**src/rtl/nfc_command_dispatcher_pkg.sv**
```systemverilog
// nfc_command_dispatcher_pkg: opcodes, FSM states, queue entry layout and opcode check shared by the dispatcher
package nfc_command_dispatcher_pkg;

    localparam logic [7:0] OP_RESET    = 8'h01;
    localparam logic [7:0] OP_SETFEAT  = 8'h02;
    localparam logic [7:0] OP_READID   = 8'h03;
    localparam logic [7:0] OP_READPAGE = 8'h04;
    localparam logic [7:0] OP_PROGPAGE = 8'h05;
    localparam logic [7:0] OP_ERASE    = 8'h06;
    localparam logic [7:0] OP_READSTAT = 8'h07;
    localparam logic [7:0] OP_CLRERR   = 8'hFF;

    typedef enum logic [1:0] {
        ST_IDLE  = 2'd0,
        ST_ISSUE = 2'd1,
        ST_WAIT  = 2'd2
    } state_e;

    typedef struct packed {
        logic [7:0]  opcode;
        logic [2:0]  way;
        logic [31:0] addr;
        logic [15:0] len;
        logic [31:0] dmar;
        logic [31:0] dmaw;
    } entry_t;

    localparam int ENTRY_W = $bits(entry_t);

    function automatic logic is_nand_op(input logic [7:0] op);
        return op >= OP_RESET && op <= OP_READSTAT;
    endfunction

endpackage

```
**src/rtl/nfc_command_dispatcher_fifo.sv**
```systemverilog
// nfc_command_dispatcher_fifo: synchronous first-word-fall-through FIFO, accepts push on full when popping
module nfc_command_dispatcher_fifo #(
    parameter int WIDTH = 8,
    parameter int DEPTH = 4,
    localparam int AW = $clog2(DEPTH)
) (
    input  logic             clk,
    input  logic             rst,
    input  logic             push_i,
    input  logic             pop_i,
    input  logic [WIDTH-1:0] din_i,
    output logic [WIDTH-1:0] head_o,
    output logic             full_o,
    output logic             empty_o,
    output logic [AW:0]      count_o
);

    logic [WIDTH-1:0] mem_q [DEPTH];
    logic [AW-1:0]    wr_ptr_q, rd_ptr_q;
    logic [AW:0]      count_q;
    logic             do_push, do_pop;

    assign do_pop  = pop_i && !empty_o;
    assign do_push = push_i && (!full_o || do_pop);
    assign full_o  = count_q == (AW+1)'(DEPTH);
    assign empty_o = count_q == '0;
    assign count_o = count_q;
    assign head_o  = mem_q[rd_ptr_q];

    // pointers wrap naturally because DEPTH is a power of two
    always_ff @(posedge clk) begin
        if (rst) begin
            wr_ptr_q <= '0;
            rd_ptr_q <= '0;
            count_q  <= '0;
        end else begin
            if (do_push) wr_ptr_q <= wr_ptr_q + AW'(1);
            if (do_pop)  rd_ptr_q <= rd_ptr_q + AW'(1);
            count_q <= count_q + (AW+1)'(do_push) - (AW+1)'(do_pop);
        end
    end

    // entry storage, no reset needed since empty gates every read
    always_ff @(posedge clk) begin
        if (do_push) mem_q[wr_ptr_q] <= din_i;
    end

endmodule

```
**src/rtl/nfc_command_dispatcher.sv**
```systemverilog
// nfc_command_dispatcher: queues register-block commands and issues them in order to the NAND way controller
module nfc_command_dispatcher
    import nfc_command_dispatcher_pkg::*;
#(
    parameter int FIFO_DEPTH     = 4,
    parameter int NUM_WAYS       = 8,
    parameter int TIMEOUT_CYCLES = 1000000,
    localparam int CW = $clog2(FIFO_DEPTH) + 1
) (
    input  logic        clk,
    input  logic        rst,
    input  logic [31:0] iCommand,
    input  logic        iCommandValid,
    input  logic [31:0] iAddress,
    input  logic [15:0] iLength,
    input  logic [31:0] iDMARAddress,
    input  logic [31:0] iDMAWAddress,
    input  logic [31:0] iNandRBStatus,
    output logic        oOpValid,
    input  logic        iOpReady,
    output logic [7:0]  oOpCode,
    output logic [2:0]  oOpWay,
    output logic [31:0] oOpAddress,
    output logic [15:0] oOpLength,
    output logic [31:0] oOpDMARAddr,
    output logic [31:0] oOpDMAWAddr,
    input  logic        iOpDone,
    output logic        oCommandFail,
    output logic [23:0] oNFCStatus
);

    state_e        state_q, state_d;
    entry_t        op_q, head, new_entry;
    logic [31:0]   cnt_q, cnt_d;
    logic [2:0]    err_q, err_d;
    logic [CW-1:0] count;
    logic          full, empty;
    logic          cmd_ok, clr, inval, push, pop, ovf, tmo;
    logic          unused;

    assign unused = ^iCommand[31:11];

    assign new_entry = '{opcode: iCommand[7:0], way: iCommand[10:8], addr: iAddress,
                         len: iLength, dmar: iDMARAddress, dmaw: iDMAWAddress};

    assign clr    = iCommandValid && iCommand[7:0] == OP_CLRERR;
    assign cmd_ok = iCommandValid && is_nand_op(iCommand[7:0]) && int'(iCommand[10:8]) < NUM_WAYS;
    assign inval  = iCommandValid && !clr && !cmd_ok;
    assign pop    = state_q == ST_IDLE && !empty && iNandRBStatus[head.way];
    assign push   = cmd_ok && (!full || pop);
    assign ovf    = cmd_ok && full && !pop;

    nfc_command_dispatcher_fifo #(
        .WIDTH(ENTRY_W),
        .DEPTH(FIFO_DEPTH)
    ) u_fifo (
        .clk    (clk),
        .rst    (rst),
        .push_i (push),
        .pop_i  (pop),
        .din_i  (new_entry),
        .head_o (head),
        .full_o (full),
        .empty_o(empty),
        .count_o(count)
    );

    // next state, timeout counter and sticky error accumulation
    always_comb begin
        state_d = state_q;
        cnt_d   = cnt_q;
        tmo     = 1'b0;
        case (state_q)
            ST_IDLE:  state_d = pop ? ST_ISSUE : ST_IDLE;
            ST_ISSUE: begin
                state_d = iOpReady ? ST_WAIT : ST_ISSUE;
                cnt_d   = iOpReady ? '0 : cnt_q;
            end
            ST_WAIT: begin
                tmo     = !iOpDone && cnt_q == 32'(TIMEOUT_CYCLES - 1);
                state_d = (iOpDone || tmo) ? ST_IDLE : ST_WAIT;
                cnt_d   = (cnt_q == '1) ? cnt_q : cnt_q + 32'd1;
            end
            default:  state_d = ST_IDLE;
        endcase
        err_d = clr ? 3'b000 : err_q | {tmo, inval, ovf};
    end

    // state, counter, errors and the op register loaded when the head is popped
    always_ff @(posedge clk) begin
        if (rst) begin
            state_q <= ST_IDLE;
            cnt_q   <= '0;
            err_q   <= '0;
            op_q    <= '0;
        end else begin
            state_q <= state_d;
            cnt_q   <= cnt_d;
            err_q   <= err_d;
            if (pop) op_q <= head;
        end
    end

    assign oOpValid     = state_q == ST_ISSUE && !rst;
    assign oOpCode      = op_q.opcode;
    assign oOpWay       = op_q.way;
    assign oOpAddress   = op_q.addr;
    assign oOpLength    = op_q.len;
    assign oOpDMARAddr  = op_q.dmar;
    assign oOpDMAWAddr  = op_q.dmaw;
    assign oCommandFail = |err_q;
    assign oNFCStatus   = {op_q.opcode, 8'(count), state_q, full, empty, state_q != ST_IDLE, err_q};

endmodule

```
**config.mk**
```make
export PLATFORM = sky130hd
export DESIGN_NAME = nfc_command_dispatcher
export DESIGN_NICKNAME = d
export VERILOG_FILES = /design/src/rtl/nfc_command_dispatcher_pkg.sv /design/src/rtl/nfc_command_dispatcher_fifo.sv /design/src/rtl/nfc_command_dispatcher.sv
export SDC_FILE = /design/constraint.sdc
export NUM_CORES = 1
export LEC_CHECK = 0
export ABC_AREA = 1
export BUFFER_PORTS_ARGS = -buffer_cell sky130_fd_sc_hd__buf_2
export CAP_MARGIN = 15
export CORE_MARGIN = 1.5
export CORE_UTILIZATION = 62
export CTS_CLUSTER_DIAMETER = 40
export DETAILED_ROUTE_END_ITERATION = 6
export HOLD_SLACK_MARGIN = 0.05
export PLACE_DENSITY = 0.85
export SYNTH_ARGS = -nofsm -noshare
export SYNTH_HDL_FRONTEND = slang
export SYNTH_SLANG_ARGS = --single-unit
```
**constraint.sdc**
```tcl
create_clock -name clk -period 15.59 [get_ports clk]
set_input_delay 3.118 -clock clk [delete_from_list [all_inputs] [get_ports clk]]
set_output_delay 3.118 -clock clk [all_outputs]
set_load 0.02 [all_outputs]
```
; Word-level counts from Yosys, hierarchy flattened
; Memory sizes are Yosys's and may differ from the RTL's. A register that Yosys moved wholly into a read port is not among the register bits.
; Index checks and enable logic that the tools add are counted.
[totals]
ff_bits = 167
ram_bits = 492
inputBits = 181
memories = 1
[op_classes]
add_sub_neg = 5
order_cmp = 3
eq_ne = 8
mux = 14
bitwise = 1
n_reduce_logical = 31
[memory_table]
columns = memory, depth, word_bits, read_ports, rd_ports_with_merged_regs, write_ports, line
row1 = u_fifo.mem_q, 4, 123, 1, 1, 1, nfc_command_dispatcher_fifo.sv:18  ; logic [WIDTH-1:0] mem_q [DEPTH];
[ops]
columns = operator, n
row1 = 32-bit 2-to-1 mux, 2
row2 = 32-bit case mux with 2 select lines, 1
row3 = "32-bit by 1-bit adder with 32-bit output, second input constant", 1
row4 = "32-bit by 20-bit equality test with 1-bit output, second input constant", 1
row5 = "32-bit equality test, second input constant", 1
row6 = 1-bit logical AND, 14
row7 = "8-bit equality test, second input constant", 1
row8 = "8-bit by 1-bit >= comparator with 1-bit output, second input constant", 1
row9 = "8-bit by 3-bit less-or-equal comparator with 1-bit output, second input constant", 1
row10 = 2-bit 2-to-1 mux, 4
row11 = 1-bit zero test, 7
row12 = "3-bit by 6-bit < comparator with 1-bit output, second input constant", 1
row13 = 2-bit case mux with 3 select lines, 1
row14 = 1-bit 2-to-1 mux, 5
row15 = "2-bit by 1-bit adder with 2-bit output, second input constant", 2
row16 = "2-bit != test, second input constant", 2
row17 = 2-bit nonzero test, 2
row18 = 3-bit by 1-bit adder with 3-bit output, 1
row19 = 1-bit binary-select mux with 3-bit select, 1
row20 = "3-bit equality test, second input constant", 1
row21 = 3-bit zero test, 1
row22 = 1-bit logical OR, 3
row23 = 3-bit OR, 1
row24 = 3-bit AND reduction, 1
row25 = 6 further kinds, 6

; Longest topological paths before layout
; Gate-level depths: netlist of the first run.
[depth]
depth_word = 9
ltp_mapped = 17
ltp_nobuf = 15

; Modules after synthesis
; Synthesis of the first run repeated with hierarchy kept, for this count alone.
[hier_totals]
cells_unflattened = 2235
hier_area_um2 = 26037.5
[by_module_without_submodules]
columns = module, instances, cells_each, area_per_inst_um2, seq_area_each_um2
row1 = nfc_command_dispatcher_fifo, 1, 1258, 19123.3, 14954.3
row2 = nfc_command_dispatcher, 1, 977, 6914.1, 3203.1

; Worst setup path before layout of the first run
; Ideal clock, no wire load.
[synth_timing]
kind = input-to-reg
start = in iCommand[5]
end = mem u_fifo.mem_q[0][0] (netlist name) (enable)
arrival_ns = 9.185
required_ns = 14.983
path_slack_ns = 5.798
cell_stages = 5
n_path_buf = 0
cell_sequence = nor2_1 -> nand3_1 -> nor4_1 -> nand2_1 -> nor2_1
[synth_between]
elab_chain_cells = 7
elab_cells_between_ends = 8
classes_between = order compare: 2 / mux: 2 / reduce/logical: 4
[synth_lines]
columns = item, line
row1 = start: declaration, nfc_command_dispatcher.sv:12  ; input logic [31:0] iCommand,
row2 = 8-bit by 1-bit >= comparator with 1-bit output or 8-bit by 3-bit less-or-equal comparator with 1-bit output (tied branches), nfc_command_dispatcher_pkg.sv:31  ; return op >= OP_RESET && op <= OP_READSTAT;
row3 = 1-bit logical AND *, nfc_command_dispatcher_pkg.sv:31
row4 = 1-bit logical AND *, nfc_command_dispatcher.sv:47  ; assign cmd_ok = iCommandValid && is_nand_op(iCommand[7:0]) && int'(iCommand[10:8]) < NUM_WAYS;
row5 = 1-bit logical AND *, nfc_command_dispatcher.sv:50  ; assign push = cmd_ok && (!full || pop);
row6 = 1-bit logical AND *, nfc_command_dispatcher_fifo.sv:24  ; assign do_push = push_i && (!full_o || do_pop);
row7 = 1-bit 2-to-1 mux *, nfc_command_dispatcher_fifo.sv:45  ; if (do_push) mem_q[wr_ptr_q] <= din_i;
row8 = 1-bit 2-to-1 mux (implied by the code) *, nfc_command_dispatcher_fifo.sv:45
row9 = end: declaration, nfc_command_dispatcher_fifo.sv:18
; Every way passes the cells marked *; elsewhere a longest branch is shown, timed or not.

; Worst setup path in the final report of the first run
[layout_timing]
start = in rst
end = out oOpValid
[layout_between]
elab_chain_cells = 2
[layout_lines]
columns = item, line
row1 = start: declaration, nfc_command_dispatcher.sv:11  ; input logic rst,
row2 = 1-bit zero test, nfc_command_dispatcher.sv:104  ; assign oOpValid = state_q == ST_ISSUE && !rst;
row3 = 1-bit logical AND, nfc_command_dispatcher.sv:104
row4 = end: declaration, nfc_command_dispatcher.sv:19  ; output logic oOpValid,
; No other way between the ends.

==> impl_metrics.ini, run 1 <==
[layout]
drive_gt1_frac = 0.181
final_nets = 2612
final_cell_mix = edfxtp_1, nand2_1, nor2_1
design_area_sq_mm = 0.0295
areaGrowthSynthToFinish_pct = 16.7
mostFrequentLayoutCell = edfxtp_1

[setup_path]
cp_slowest_cell = buf_4
worstPathMaxFanout = 65
cp_cell_sequence = buf_4, nor2_1, buf_2
path_buf_inv = 2
critical_path_required_ns = 12.47
critPathLaunchType = primary input
cp_data_arrival_time_ns = 4.07
cp_top_family = buffers and inverters
cpPeakStageDelay_ns = 0.63
r2r.worst_path.cells = 14
r2r_end = u_fifo.mem_q[2][16]
reg2reg_setup_slack_ns = 9.88
crit_path_end_kind = primary output
criticalPathCategory = in2out

[sta]
setup-tns-final_ns = 0
setup_slack_ns = 8.40
hold_viol = 0
clock.fmax_mhz = 139
rsz0062_at_grt = no
clock_skew_ns = 0.0181
hold_slack_ns = 0.460
drv_slew = 0
period_needed_ns = 7.19
maxSlewHeadroom = 0.206
finalCritPeriodShare = 0.461
setup_violations = 0
worst_pin_slew_ns = 1.19

[logic_synthesis]
yosysTopAreaCell = edfxtp_1
synth_top_cell_area_share = 0.585
synth.area.top_cells = edfxtp_1, dfxtp_1, nand2_1
netlist_instances = 2188
syn-cell-area_sq_mm = 0.0252
ys_ff_latch = 661
ys_seq_area_frac = 0.720
synth.distinct_cells = 35
yosysWarnings = 0
synth.avg_cell_area_sq_um = 11.5

[power_and_ir_drop]
p_total_mw = 5.34
power.density_mw_per_mm2 = 181
power.leakage_nw = 10.5
peakVddDrop_mv = 0.120

[detailed_routing]
routed_via_density = 6.00
first_pass_iters = 5
post_drt_wl_per_cell_um = 20.7
drt-total-wl_um = 62400
vias = 18126
drtAntennaViolNets = 0
drt-initial-drc-count = 2077
drc = 0

[worst_hold_path]
worstHoldEndpoint = oOpDMAWAddr[24]
worstHoldStart = oOpDMAWAddr[24]
hold_path.class = reg2reg
hold_depth = 2

[floorplanning]
die_area_sq_mm = 0.0419
core-area_sq_mm = 0.0399
fp.dieH_um = 205
row_count = 73
ioPinCount = 330
start_util = 0.632
die_x_um = 205

[outcome]
status = finished clean

[global_routing]
met2_usage = 0.494
gr-usage-met1 = 0.369
grt_pass1_vias = 18171
grt_overflow_total = 0
grt_usage = 0.296
grt_use_met3 = 0.0690
busiest_layer = met2
antenna_found_initial = 17
grt_pass1_wl_um = 95600
grt_max_degree = 132

[placement]
dp_slack_ns = 8.42
place.gp.congestion = 0.882
hpwl_um = 33700
placed_area_sq_mm = 0.0268
io_buffer_count = 279

[flow_run]
max_cap_viol_count = 0

[clock_network]
post_cts_buffers = 0
clk_pin_slew_ns = 0.05
cts-buffers-inserted = 77
tritoncts = built
hold_buffers = 0
post_cts_resized = 0
cts.sinks = 661
cts_buffer_depth = 3
cts-root-buf = clkbuf_16
h-tree-depth = 3
insertion_delay_ns = 0.60
[layout make-up]
class                   count  area (sq um)
repair buffers            298          1540
well taps                 525           657
multi-input cells        1323          6170
clock inverters            42           514
clock buffers             101          2150
diodes                      7          17.5
flip-flops and latches    661         18200
inverters                  62           241
fillers                  2482         10500
[worst reg2reg max path, cell delays in order (launching register included)]
cell and delay [ns]:
dfxtp_4 0.85, buf_4 0.82, nor2_1 0.17, nor2_1 0.14, nand2_1 0.09, nand2_1 0.20
nand3_1 0.12, nand3_1 0.14, nand3_4 0.07, buf_4 0.34, nand2_2 0.23, nand2_1 0.27
nor2_4 0.15, buf_4 0.70, buf_4 1.00
[flip-flops by register name, indices dropped and copies added, names as in the netlist, named ones only]
name	cells
cnt_q	32
err_q	3
oOpAddress	32
oOpCode	8
oOpDMARAddr	32
oOpDMAWAddr	32
oOpLength	16
oOpWay	3
state_q	2
u_fifo.count_o	3
u_fifo.mem_q	492
u_fifo.rd_ptr_q	2
u_fifo.wr_ptr_q	2
[power by group]
part / internal, mW / switching [mW] / total, mW / leakage, nW
Clock: 1.11 / 0.726 / 1.84 / 1.30
Combinational: 0.377 / 0.977 / 1.35 / 3.42
Sequential: 2.03 / 0.119 / 2.15 / 5.80
Total: 3.52 / 1.82 / 5.34 / 10.5
[per-layer routing]
| metal | up-vias | wire length [um] |
|---|---|---|
| met4 | 18 | 2080 |
| met2 | 912 | 31400 |
| li1 | 8227 | - |
| met1 | 8800 | 23600 |
| met3 | 169 | 5270 |
| met5 | - | 124 |
[cell families after synthesis]
kind of cell    Yosys count  share of synthesized area
fa+ha+maj                 8                    0.00426
other cells               1                   0.000149
compound gates          544                      0.114
buf+inv                 208                     0.0381
simple gates            759                      0.121
flops                   661                      0.720
xor+xnor                  7                    0.00243
[stage by stage]
stage | utilization | cells
final | 0.738 | 3019
after global routing | 0.738 | 3018
after CTS | 0.738 | 3012
after detailed placement | 0.671 | 2869
after global placement | 0.671 | 2869
after floorplan | - | 2192
[worst max path at each step]
stage	from	depth (start not counted)	end
after global placement	rst	3	oOpValid
final	rst	3	oOpValid
after floorplan	iCommand[5]	5	u_fifo.mem_q[0][0]
after detailed placement	rst	3	oOpValid
after CTS	rst	3	oOpValid
after global routing	rst	3	oOpValid
[Yosys cell counts]
library cell / n
nor3_2: 2
nand2_2: 2
o22ai_1: 121
o21ai_0: 258
xor2_1: 6
xnor2_1: 1
o211a_1: 1
fa_1: 1
nor3b_1: 1
inv_4: 1
a22oi_1: 1
nor3_1: 19
dfxtp_1: 169
nand3_1: 33
buf_4: 25
edfxtp_1: 492
nand2_1: 355
and3_1: 1
nand4_1: 15
inv_2: 2
o21ai_1: 5
buf_2: 26
a21oi_1: 157
or2_2: 7
nor4_1: 8
a21boi_1: 1
clkbuf_1: 85
buf_6: 7
ha_1: 7
conb_1: 1
inv_1: 59
nand3_2: 3
nor2_1: 306
nand3b_1: 7
buf_1: 3
No activity file was read; power rests on OpenSTA's default activity.
==> run 2: changes to the inputs <==
ABC_AREA = 0   (was 1)
CORE_UTILIZATION = 57   (was 62)
PLACE_DENSITY = 0.79   (was 0.85)
clock period = 7.15 ns   (was 15.59 ns; I/O delays follow)
==> impl_metrics.ini, run 2 <==
[clock_network]
hold_buffers = 0
insertion_delay_ns = 0.62
post_cts_buffers = 0
tritoncts = built
cts-buffers-inserted = 83
cts_buffer_depth = 3
cts-root-buf = clkbuf_16
cts.sinks = 661
post_cts_resized = 0
h-tree-depth = 3
clk_pin_slew_ns = 0.06

[logic_synthesis]
yosysTopAreaCell = edfxtp_1
synth_top_family_by_area = multiplexers
synth_edf_count = 492
synthAdderAreaFrac = 0.00442
syn-cell-area_sq_mm = 0.0244
async_flop_share = 0
synth-xor-area-share = 0.0104
synth.distinct_cells = 51
synth.avg_cell_area_sq_um = 16.6
ys.flop_type = edfxtp_1
synth_compound_area_frac = 0.0382
synth_top_cell_area_share = 0.606
synth_mux_area_frac = 0.117
yosysMostFrequentCell = edfxtp_1
synthTopCellsByCount = edfxtp_1, nand2_1, dfxtp_1, a21oi_1, mux4_2
yosysWarnings = 0
ys_seq_area_frac = 0.745
synth.area.top_cells = edfxtp_1, dfxtp_1, mux4_2
ys_ff_latch = 661
synth_simple_gate_area_share = 0.0649
netlist_instances = 1467

[setup_path]
path_buf_inv = 3
worstPathMaxFanout = 59
cp_cell_sequence = mux4_2, mux2i_1, mux2i_1, o211ai_4, buf_4, inv_4, ha_1, inv_1, ha_1, fa_1, xnor2_1, nor2_1
cp.depth = 12
cpPeakStageDelay_ns = 0.93
cp_slowest_cell = dfxtp_4
criticalPathCategory = reg2reg
critical_path_required_ns = 7.62
r2r.worst_path.cells = 12
cp_data_arrival_time_ns = 5.18
cp_top_family = multiplexers
crit_path_end_kind = flop
critPathLaunchType = flop

[layout]
largest_reg_flops = 492
mostFrequentLayoutCell = edfxtp_1
final_cell_mix = edfxtp_1, buf_2, nand2_1
top_register = u_fifo.mem_q
drive_gt1_frac = 0.311
areaGrowthSynthToFinish_pct = 19.0
final_core_util = 0.690
seq_area_sq_mm = 0.0182
final_nets = 1948
fillers = 2699
multi_input_area_sq_mm = 0.00577

[sta]
hold_slack_ns = 0.451
setup_violations = 0
clock_skew_ns = 0.0177
hold_viol = 0
finalCritPeriodShare = 0.658
drv_slew = 0
clock.fmax_mhz = 212
period_needed_ns = 4.71
setup-tns-final_ns = 0
maxSlewHeadroom = 0.230
worst_pin_slew_ns = 1.16
rsz0062_at_grt = no

[floorplanning]
start_util = 0.580
row_count = 75
ioPinCount = 330
fp.dieH_um = 210
die_x_um = 210
die_area_sq_mm = 0.0440
core-area_sq_mm = 0.0420

[placement]
io_buffer_count = 279
place.gp.congestion = 0.852
hpwl_um = 28800

[detailed_routing]
first_pass_iters = 5
drt-total-wl_um = 52100
routed_via_density = 5.80
drt-initial-drc-count = 1099
post_drt_wl_per_cell_um = 21.8
drc = 0
vias = 13827
drtAntennaViolNets = 0

[power_and_ir_drop]
p_clk_frac = 0.381
peakVddDrop_mv = 0.386
seqPwrFrac = 0.425
p_sw_frac = 0.298
p_sw_mw = 3.19
combPwrFrac = 0.194
power.leakage_nw = 10.1
power.density_mw_per_mm2 = 368
internal-power_mw = 7.50
p_total_mw = 10.7

[flow_run]
max_cap_viol_count = 0

[global_routing]
grt_usage = 0.242
gr-usage-met1 = 0.300
antenna_found_initial = 19
grt_overflow_total = 0
grt_pass1_vias = 14440
grt_use_met3 = 0.0652
grt_max_degree = 95
met2_usage = 0.402
grt_pass1_wl_um = 80500
busiest_layer = met2

[outcome]
status = finished clean

[worst_hold_path]
hold_path.class = reg2reg
hold_depth = 2
[run 2: logic make-up (layout without fill, tap and decap cells)]
family,count (synthesis),in the layout
flops,661,661
simple gates,369,369
mux,132,132
xor+xnor,29,29
compound gates,167,167
other cells,1,20
buf+inv,100,458
fa+ha+maj,8,8
[run 2: path summary, 6_finish.rpt]
check | start | endpoint | slack [ns]
hold / removal | oOpAddress[12] | oOpAddress[12] | 0.45
setup / recovery | flop | u_fifo.count_o[2] | 2.44
setup reg to reg | flop | u_fifo.count_o[2] | 2.44
hold reg to reg | oOpAddress[12] | oOpAddress[12] | 0.45
[run 2: area by class of cell]
| cell class | instances | share of cell area |
|---|---|---|
| tap | 539 | 0.0232 |
| inverter | 9 | 0.00125 |
| sequential | 661 | 0.626 |
| multi-input combinational | 710 | 0.199 |
| clock buffer | 100 | 0.0745 |
| antenna | 15 | 0.00129 |
| clock inverter | 55 | 0.0207 |
| timing repair buffer | 294 | 0.0538 |
[run 2: power by group through the flow]
stage | sequential [mW] | clock [mW] | combinational, mW
6_report | 4.54 | 4.07 | 2.07
5_1_grt | 4.58 | 4.29 | 2.25
4_1_cts | 4.55 | 4.13 | 2.10
2_1_floorplan | 4.80 | 0 | 1.27
3_3_place_gp | 4.61 | 0 | 2.04
3_5_place_dp | 4.62 | 0 | 2.09
[run 2: worst reg2reg max path, delay by kind of cell, from the launching register on]
kind,cells,cell delay [ns]
multiplexers,3,1.15
buffers and inverters,3,1.06
adder cells (fa/ha/maj),3,1.01
flip-flops,1,0.93
AO/OA/AOI/OAI,1,0.21
XOR/XNOR,1,0.16
AND/OR/NAND/NOR,1,0.05
[run 2: metrics by stage]
step                      setup slack, ns  cell area [sq um]  cells
final                                2.44              29000   2383
after floorplan                      1.57              24400   1471
after CTS                            2.32              29000   2368
after detailed placement             2.32              26200   2213
after global placement               2.32              26200   2213
after global routing                 2.05              29000   2380
[run 2: layer usage]
| metal | wire [um] | vias up |
|---|---|---|
| li1 | - | 6196 |
| met1 | 20100 | 6965 |
| met2 | 26300 | 532 |
| met3 | 3760 | 124 |
| met4 | 1810 | 10 |
| met5 | 59 | - |
==> run 3: changes to the inputs <==
clock period = 4.8 ns   (was 7.15 ns; I/O delays follow)
==> impl_metrics.ini, run 3 (same netlist as run 2, synthesis figures left out) <==
[outcome]
status = finished clean

[detailed_routing]
drt-total-wl_um = 51200
routed_via_density = 5.78
post_drt_wl_per_cell_um = 21.5
first_pass_iters = 7
vias = 13754
drt-initial-drc-count = 983
drc = 0
drtAntennaViolNets = 0

[placement]
hpwl_um = 28000
io_buffer_count = 279
placed_area_sq_mm = 0.0263
place.gp.congestion = 0.808

[layout]
fillers = 2666
largest_reg_flops = 492
final_nets = 1954
top_register = u_fifo.mem_q
design_area_sq_mm = 0.0292
mostFrequentLayoutCell = edfxtp_1
areaGrowthSynthToFinish_pct = 20.0
drive_gt1_frac = 0.313
final_cell_mix = edfxtp_1, buf_2, nand2_1

[clock_network]
clk_pin_slew_ns = 0.05
h-tree-depth = 3
post_cts_resized = 0
insertion_delay_ns = 0.61
cts_buffer_depth = 3
cts.sinks = 661
hold_buffers = 0
cts-root-buf = clkbuf_16
post_cts_buffers = 0
tritoncts = built
cts-buffers-inserted = 83

[worst_hold_path]
hold_path.class = reg2reg

[global_routing]
grt_max_degree = 125
grt_pass1_wl_um = 78500
antenna_found_initial = 15
grt_overflow_total = 0
grt_pass1_vias = 14119
grt_usage = 0.236

[power_and_ir_drop]
seqPwrFrac = 0.413
peakVddDrop_mv = 0.405
power.leakage_nw = 10.2
internal-power_mw = 11.6
p_sw_frac = 0.287
p_sw_mw = 4.65
p_clk_frac = 0.392
power.density_mw_per_mm2 = 555
combPwrFrac = 0.195

[sta]
finalCritPeriodShare = 0.736
period_needed_ns = 3.53
clock.fmax_mhz = 283
hold_viol = 0
setup_violations = 0
rsz0062_at_grt = no
worst_pin_slew_ns = 0.975
maxSlewHeadroom = 0.344
clock_skew_ns = 0.0207
hold_slack_ns = 0.451
setup-tns-final_ns = 0
drv_slew = 0

[floorplanning]
core-area_sq_mm = 0.0420
ioPinCount = 330
row_count = 75
die_area_sq_mm = 0.0440
fp.dieH_um = 210
die_x_um = 210
start_util = 0.580

[setup_path]
criticalPathCategory = reg2reg
critical_path_required_ns = 5.08
cp.depth = 7
worstPathMaxFanout = 30
cpPeakStageDelay_ns = 0.67
r2r_end = u_fifo.mem_q[0][86]
cp_data_arrival_time_ns = 3.81
crit_path_end_kind = flop
critPathLaunchType = flop
path_buf_inv = 1
critPathCapture = u_fifo.mem_q[0][86]
r2r.worst_path.cells = 7
cp_common_cell = mux2i_1
cp_top_family = multiplexers
reg2reg_setup_slack_ns = 1.27
cp_cell_sequence = mux4_2, mux2i_1, mux2i_1, o211ai_4, a21oi_2, and2_4, buf_4
cp_slowest_cell = mux4_2

[flow_run]
max_cap_viol_count = 0
run 3: cell types whose count changed in the layout (fill, tap and decap cells not counted), moves of 2 or more:
cell / before / now
buf_12: 4 / 10
bufinv_16: 4 / 11
clkbuf_1: 15 / 11
clkbuf_8: 2 / 4
clkinv_1: 3 / 6
clkinv_2: 8 / 4
clkinv_4: 3 / 6
clkinv_8: 6 / 3
clkinvlp_4: 7 / 4
diode_2: 15 / 8
run 3: tightest hold or removal path, stage by stage (launching register included):
cell	delay, ns
dfxtp_1	0.30
nand2_1	0.05
a21oi_1	0.05
run 3: worst min-delay path by stage:
stage                                from               to  slack (ns)  depth (start not counted)
after floorplan                 cnt_q[13]        cnt_q[13]        0.46                          2
after global placement     oOpDMARAddr[1]   oOpDMARAddr[1]        0.44                          2
after detailed placement        oOpWay[0]        oOpWay[0]        0.44                          2
after CTS                 oOpDMAWAddr[27]  oOpDMAWAddr[27]        0.45                          2
after global routing       oOpAddress[30]   oOpAddress[30]        0.47                          2
final                      oOpDMAWAddr[1]   oOpDMAWAddr[1]        0.45                          2
run 3: metrics by stage:
step	setup slack (ns)	instances	power [mW]	utilization
after floorplan	0.885	1471	9.03	-
after global placement	1.24	2218	9.92	0.626
after detailed placement	1.19	2218	10.0	0.626
after CTS	1.18	2371	16.4	0.695
after global routing	0.980	2378	16.9	0.696
final	1.27	2380	16.2	0.696
run 3: power groups by stage:
stage / clock network (mW) / registers (mW) / logic, mW
after floorplan: 0 / 7.15 / 1.89
after global placement: 0 / 6.80 / 3.12
after detailed placement: 0 / 6.82 / 3.19
after CTS: 6.47 / 6.71 / 3.22
after global routing: 6.72 / 6.75 / 3.43
final: 6.36 / 6.71 / 3.16
run 3: layout make-up:
cell class,instances,area [sq um],share of cell area
Clock inverter,54,687,0.0235
Timing Repair Buffer,300,1690,0.0578
Multi-Input combinational cell,710,5770,0.197
Tap cell,539,674,0.0231
Clock buffer,99,2200,0.0752
Sequential cell,661,18200,0.621
Antenna cell,8,20.0,0.000685
Inverter,9,36.3,0.00124
run 3: metal layers:
layer  vias to the layer above  wire length, um  GRT usage
met1                      6961            19800      0.296
met4                        12             1390     0.0938
met3                        98             3620     0.0587
li1                       6197                -          -
met2                       486            26300      0.397
met5                         -               82          0
